==> config.mk <==
export PLATFORM = sky130hd
export DESIGN_NAME = keypad_scanner
export DESIGN_NICKNAME = d
export VERILOG_FILES = /design/src/rtl/kb_pkg.sv /design/src/rtl/kb_sync_edge.sv /design/src/rtl/keypad_scanner.sv
export SDC_FILE = /design/constraint.sdc
export NUM_CORES = 1
export LEC_CHECK = 0
export CELL_PAD_IN_SITES_DETAIL_PLACEMENT = 0
export CELL_PAD_IN_SITES_GLOBAL_PLACEMENT = 1
export CORE_MARGIN = 5
export CORE_UTILIZATION = 39
export CTS_CLUSTER_SIZE = 25
export DETAILED_ROUTE_END_ITERATION = 8
export PLACE_DENSITY_LB_ADDON = 0.1
export SETUP_SLACK_MARGIN = 0.15
export SYNTH_ARGS = -nofsm -noshare
export SYNTH_HDL_FRONTEND = slang
export SYNTH_SLANG_ARGS = --single-unit
export TNS_END_PERCENT = 20
==> constraint.sdc <==
create_clock -name clk -period 1.7 [get_ports clk]
set_input_delay 0.255 -clock clk [delete_from_list [all_inputs] [get_ports clk]]
set_output_delay 0.255 -clock clk [all_outputs]
set_load 0.1 [all_outputs]
==> src/rtl/kb_pkg.sv <==
// kb_pkg: shared state type, matrix sizes and small helpers for the keypad scanner.
package kb_pkg;
    localparam int KB_ROWS = 4;
    localparam int KB_COLS = 4;
    localparam int KB_IDX_W = 4;
    localparam logic [KB_COLS-1:0] KB_COL_IDLE = 4'b1111;
    typedef enum logic [2:0] {IDLE, SCAN, DEBOUNCE, REPORT, RELEASE} kb_state_e;
    function automatic logic [1:0] first_low(input logic [KB_ROWS-1:0] low);
        return low[0] ? 2'd0 : low[1] ? 2'd1 : low[2] ? 2'd2 : 2'd3;
    endfunction
    function automatic logic [KB_COLS-1:0] col_drive(input logic [1:0] idx);
        return ~(4'b0001 << idx);
    endfunction
endpackage

==> src/rtl/kb_sync_edge.sv <==
// kb_sync_edge: 2-flop synchronizer with a one-clk rising-edge pulse; flops reset high.
module kb_sync_edge (
    input  logic clk,
    input  logic rst,
    input  logic d_i,
    output logic q_o,
    output logic rise_o
);
    logic [2:0] sync_q;
    always_ff @(posedge clk) begin
        if (rst) sync_q <= 3'b111;
        else     sync_q <= {sync_q[1:0], d_i};
    end
    assign q_o    = sync_q[1];
    assign rise_o = sync_q[1] & ~sync_q[2];
endmodule

==> src/rtl/keypad_scanner.sv <==
// keypad_scanner: 4x4 matrix scanner with debounce, acknowledge handshake and release tracking.
// Define KB_MULTIKEY_REJECT_EN to treat multiple low rows in one column as no key.
module keypad_scanner
    import kb_pkg::*;
#(
    parameter int DEBOUNCE_TICKS = 4
) (
    input  logic       clk,
    input  logic       rst,
    input  logic       scan_clk,
    input  logic       en,
    input  logic [3:0] keyboard_row,
    output logic [3:0] keyboard_col,
    output logic [3:0] pressed_index,
    output logic       key_valid,
    input  logic       key_received
);
    localparam logic [3:0] TICKS = 4'(DEBOUNCE_TICKS);
    kb_state_e state_q;
    logic [1:0] col_idx_q, row_idx_q;
    logic [3:0] cnt_q, rcnt_q, col_q, idx_q;
    logic [3:0] cnt_d, rcnt_d;
    logic [3:0] rows_s, low, row_rise_unused;
    logic valid_q, tick, scan_lvl_unused, row_low, hit, abort;

    kb_sync_edge u_scan (.clk(clk), .rst(rst), .d_i(scan_clk), .q_o(scan_lvl_unused), .rise_o(tick));
    for (genvar r = 0; r < KB_ROWS; r++) begin : g_row
        kb_sync_edge u_row (.clk(clk), .rst(rst), .d_i(keyboard_row[r]), .q_o(rows_s[r]), .rise_o(row_rise_unused[r]));
    end

    assign low     = ~rows_s;
    assign row_low = low[row_idx_q];
    assign cnt_d   = (cnt_q == 4'hF) ? cnt_q : cnt_q + 4'd1;
    assign rcnt_d  = (rcnt_q == 4'hF) ? rcnt_q : rcnt_q + 4'd1;
`ifdef KB_MULTIKEY_REJECT_EN
    assign hit   = |low && !(|(low & (low - 4'd1)));
    assign abort = |(low & ~(4'b0001 << row_idx_q));
`else
    assign hit   = |low;
    assign abort = 1'b0;
`endif

    // en low shares the reset path but keeps the last index, which is only meaningful while key_valid
    always_ff @(posedge clk) begin
        if (rst || !en) begin
            state_q   <= IDLE;
            col_idx_q <= '0;
            cnt_q     <= '0;
            rcnt_q    <= '0;
            valid_q   <= 1'b0;
            col_q     <= KB_COL_IDLE;
            if (rst) begin
                row_idx_q <= '0;
                idx_q     <= '0;
            end
        end else begin
            case (state_q)
                IDLE: begin
                    state_q   <= SCAN;
                    col_idx_q <= '0;
                    col_q     <= col_drive(2'd0);
                end
                SCAN: if (tick) begin
                    if (hit) begin
                        row_idx_q <= first_low(low);
                        cnt_q     <= 4'd1;
                        if (TICKS == 4'd1) begin
                            state_q <= REPORT;
                            valid_q <= 1'b1;
                            idx_q   <= {first_low(low), col_idx_q};
                        end else begin
                            state_q <= DEBOUNCE;
                        end
                    end else begin
                        col_idx_q <= col_idx_q + 2'd1;
                        col_q     <= col_drive(col_idx_q + 2'd1);
                    end
                end
                DEBOUNCE: if (tick) begin
                    if (!row_low || abort) begin
                        state_q   <= SCAN;
                        cnt_q     <= '0;
                        col_idx_q <= col_idx_q + 2'd1;
                        col_q     <= col_drive(col_idx_q + 2'd1);
                    end else begin
                        cnt_q <= cnt_d;
                        if (cnt_d >= TICKS) begin
                            state_q <= REPORT;
                            valid_q <= 1'b1;
                            idx_q   <= {row_idx_q, col_idx_q};
                        end
                    end
                end
                REPORT: if (key_received) begin
                    state_q <= RELEASE;
                    valid_q <= 1'b0;
                    rcnt_q  <= '0;
                end
                RELEASE: if (tick) begin
                    if (row_low) begin
                        rcnt_q <= '0;
                    end else if (rcnt_d >= TICKS) begin
                        state_q   <= SCAN;
                        rcnt_q    <= '0;
                        cnt_q     <= '0;
                        col_idx_q <= col_idx_q + 2'd1;
                        col_q     <= col_drive(col_idx_q + 2'd1);
                    end else begin
                        rcnt_q <= rcnt_d;
                    end
                end
                default: state_q <= IDLE;
            endcase
        end
    end

    assign keyboard_col  = col_q;
    assign pressed_index = idx_q;
    assign key_valid     = valid_q;
endmodule

==> flow_metrics.tcl <==
set metrics [dict create \
    num_antenna_cells 0 \
    cts_max_path_buffers 2 \
    drc 0 \
    clkLatencyLatePin_ns 0.29 \
    floorplan.rows 24 \
    dieHeight_microns 76.2 \
    status "finished with violations" \
    synthesis.instances 179 \
    cp-end-kind "flop" \
    overflow 0 \
    portBuffers 17 \
    rsz0062_at_grt "yes" \
    async_flop_share_pct 0 \
    num-fill-cells 394 \
    synth_fa_ha_area_share_pct 4.40 \
    die-area_sq_um 5800 \
    ir_drop_v 0.000391 \
    antenna_found_initial 0 \
    synthDistinctLibCells 51 \
    postSynthNetCount 194 \
    path_delay_family "multiplexers" \
    cts-root-buf "clkbuf_8" \
    netlist_area_sq_um 1710 \
    wl_per_cell_microns 13.5 \
    start_util_pct 39.7 \
    drt.antenna.violating_nets 0 \
    p_leak_uw 0.000953 \
    worst_pin_slew_ns 0.336 \
    synth-compound-area-share_pct 17.0 \
    yosys.area_share.simple_pct 24.6 \
    r2r_slack_ns -0.10 \
    postSynthAreaPerCell_sq_um 9.53 \
    gp_congestion 0.772 \
    grt_max_degree 20 \
    clock.fmax_ghz 0.554 \
    path_max_fanout 6 \
    synth-edff-count 6 \
    max_stage_delay_ns 0.58 \
    hold_path.class "reg2reg" \
    core_sq_um 4290 \
    synth_top_family_by_area "simple AND/OR/NAND/NOR gates" \
    final-max-slew-violation-count 0 \
    layout_worst_path_cycle_share_pct 106 \
    place_ws_ns -0.130 \
    fin_cells 274 \
    relSlewSlack_pct 77.5 \
    layout_setup_ws_ns -0.104 \
    min_period_ns 1.80 \
    clk_pin_slew_ns 0.08 \
    drtPass1Iterations 4 \
    violations "negative setup slack" \
    arrival_ns 1.99 \
    cts_tree "yes" \
    synthXorXnorAreaFrac_pct 1.03 \
    nets 236 \
    setup_viol_count_final 13 \
    fin_skew_ns 0.00269 \
    vias_per_cell 5.27 \
    drive_above_1_share_pct 32.9 \
    numCtsBuffers 5 \
    drv_cap 0 \
    worstPathCellList "mux4_2 -> o211ai_1 -> nand2_1 -> and3_4 -> a221o_1" \
    dp_hpwl_mm 2.80 \
    cts_sinks 35 \
    worstSetupPathType "reg2reg" \
    dp.cells 264 \
    die_w_microns 76.2 \
    vias 1445 \
    tns_ns -0.463 \
    cp-start-kind "flop" \
    critical_path_required_ns 1.88 \
    grt.total_usage_pct 13.5 \
    ys_warn_count 0 \
    wl_mm 3.71 \
    hold_violations 0 \
    powerDensity_nw_per_um2 756 \
    grt_pass1_wl_mm 6.43 \
    cpMaxStageDelayCell "mux4_2" \
    path_buf_inv 0 \
    synth-main-ff-cell "dfxtp_1" \
    ios 18 \
    dr.first_iter.drc_count 89 \
    synth.mux.area_fraction_pct 3.81 \
    ys_ff_latch 35 \
    areaGrowthSynthToFinish_pct 36.0 \
    ys_seq_area_share_pct 44.6 \
    grt_pass1_vias 1435 \
    cts_htree_levels 2 \
]
[cells in the final DEF (no fill, tap or decap), types with 3 or more instances in the layout]
cell type	netlist	final
nand2_1	12	12
o21ai_0	7	5
nor3b_1	3	3
nor3_1	4	3
nand4_1	3	3
a21oi_1	11	9
dfxtp_1	29	27
ha_1	6	5
edfxtp_1	6	6
buf_12	0	10
nand3_1	3	3
or2_2	12	12
a21oi_2	1	3
nor2_1	17	16
inv_1	4	4
nor2b_1	3	3
o21a_1	3	3
clkdlybuf4s50_1	0	8
buf_4	1	26
clkbuf_8	0	5
and3_1	6	6
o21ai_1	1	3
[power by group]
part | switching [uW] | leakage (uW) | total (uW) | internal, uW
Combinational | 125 | 0.000612 | 243 | 119
Clock | 329 | 0.0000408 | 621 | 293
Sequential | 22.7 | 0.000300 | 890 | 867
Total | 476 | 0.000953 | 1750 | 1280
[per-layer routing]
metal	global-route usage [%]	vias to the layer above	wire (microns)
li1	-	731	-
met1	16.7	676	1670
met2	21.7	31	1790
met3	4.02	7	196
met4	5.59	0	53
met5	0	-	0
[cells in the mapped netlist, types with 3 or more instances]
cell type | count | area, sq um
nand4_1 | 3 | 18.8
o21ai_0 | 7 | 35.0
nor3b_1 | 3 | 22.5
inv_1 | 4 | 15.0
and3_1 | 6 | 37.5
a21oi_1 | 11 | 55.1
buf_6 | 3 | 33.8
edfxtp_1 | 6 | 180
nor2_1 | 17 | 63.8
nand2_1 | 12 | 45.0
a32oi_1 | 3 | 26.3
or2_2 | 12 | 75.1
clkbuf_1 | 3 | 11.3
o21a_1 | 3 | 22.5
nor2b_1 | 3 | 18.8
nand3_1 | 3 | 15.0
dfxtp_1 | 29 | 581
ha_1 | 6 | 75.1
nor3_1 | 4 | 20.0
[registers in the layout, summed over array words and instances, names as in the netlist]
signal and cells:
rcnt_q 4, g_row.u_row.sync_q 8, cnt_q 4, keyboard_col 4, state_q 3, u_scan.sync_q 3
key_valid 1, pressed_index 4, row_idx_q 2, col_idx_q 2
[per-stage QoR]
stage	total power [uW]	area (sq um)	utilization (%)	hold WS (ns)
final	1750	2320	54.1	0.408
after global routing	1830	2320	54.1	0.430
after CTS	1780	2300	53.6	0.411
after detailed placement	1150	2190	51.0	0.392
after global placement	1150	2190	51.0	0.392
after floorplan	1050	1730	-	0.359
[area by class of cell]
| cell class | instances | area [sq um] | area share (%) |
|---|---|---|---|
| Clock buffer | 5 | 68.8 | 2.96 |
| Clock inverter | 3 | 23.8 | 1.02 |
| Inverter | 4 | 15.0 | 0.647 |
| Multi-Input combinational cell | 131 | 907 | 39.1 |
| Sequential cell | 35 | 766 | 33.0 |
| Tap cell | 52 | 65.1 | 2.80 |
| Timing Repair Buffer | 44 | 475 | 20.5 |
[what timing repair did]
action	in CTS	in global routing
gates resized for setup	4	6
buffers inserted	2	0
pin swaps	4	1
hold buffers	0	0
endpoints found under the setup margin	23	20
[final timing paths]
kind | startpoint | endpoint | cells past startpoint
setup reg to reg | row_idx_q[0] | keyboard_col[0] | 5
hold / removal | g_row[2].u_row.sync_q[0] | g_row[2].u_row.sync_q[1] | 1
setup / recovery | row_idx_q[0] | keyboard_col[0] | 5
hold reg to reg | g_row[2].u_row.sync_q[0] | g_row[2].u_row.sync_q[1] | 1
[cell families after synthesis]
family	Yosys count
fa+ha+maj	6
simple gates	75
mux	5
compound gates	43
flops	35
xor+xnor	2
buf+inv	13
Note: power is estimated with default switching activity, not from simulation.
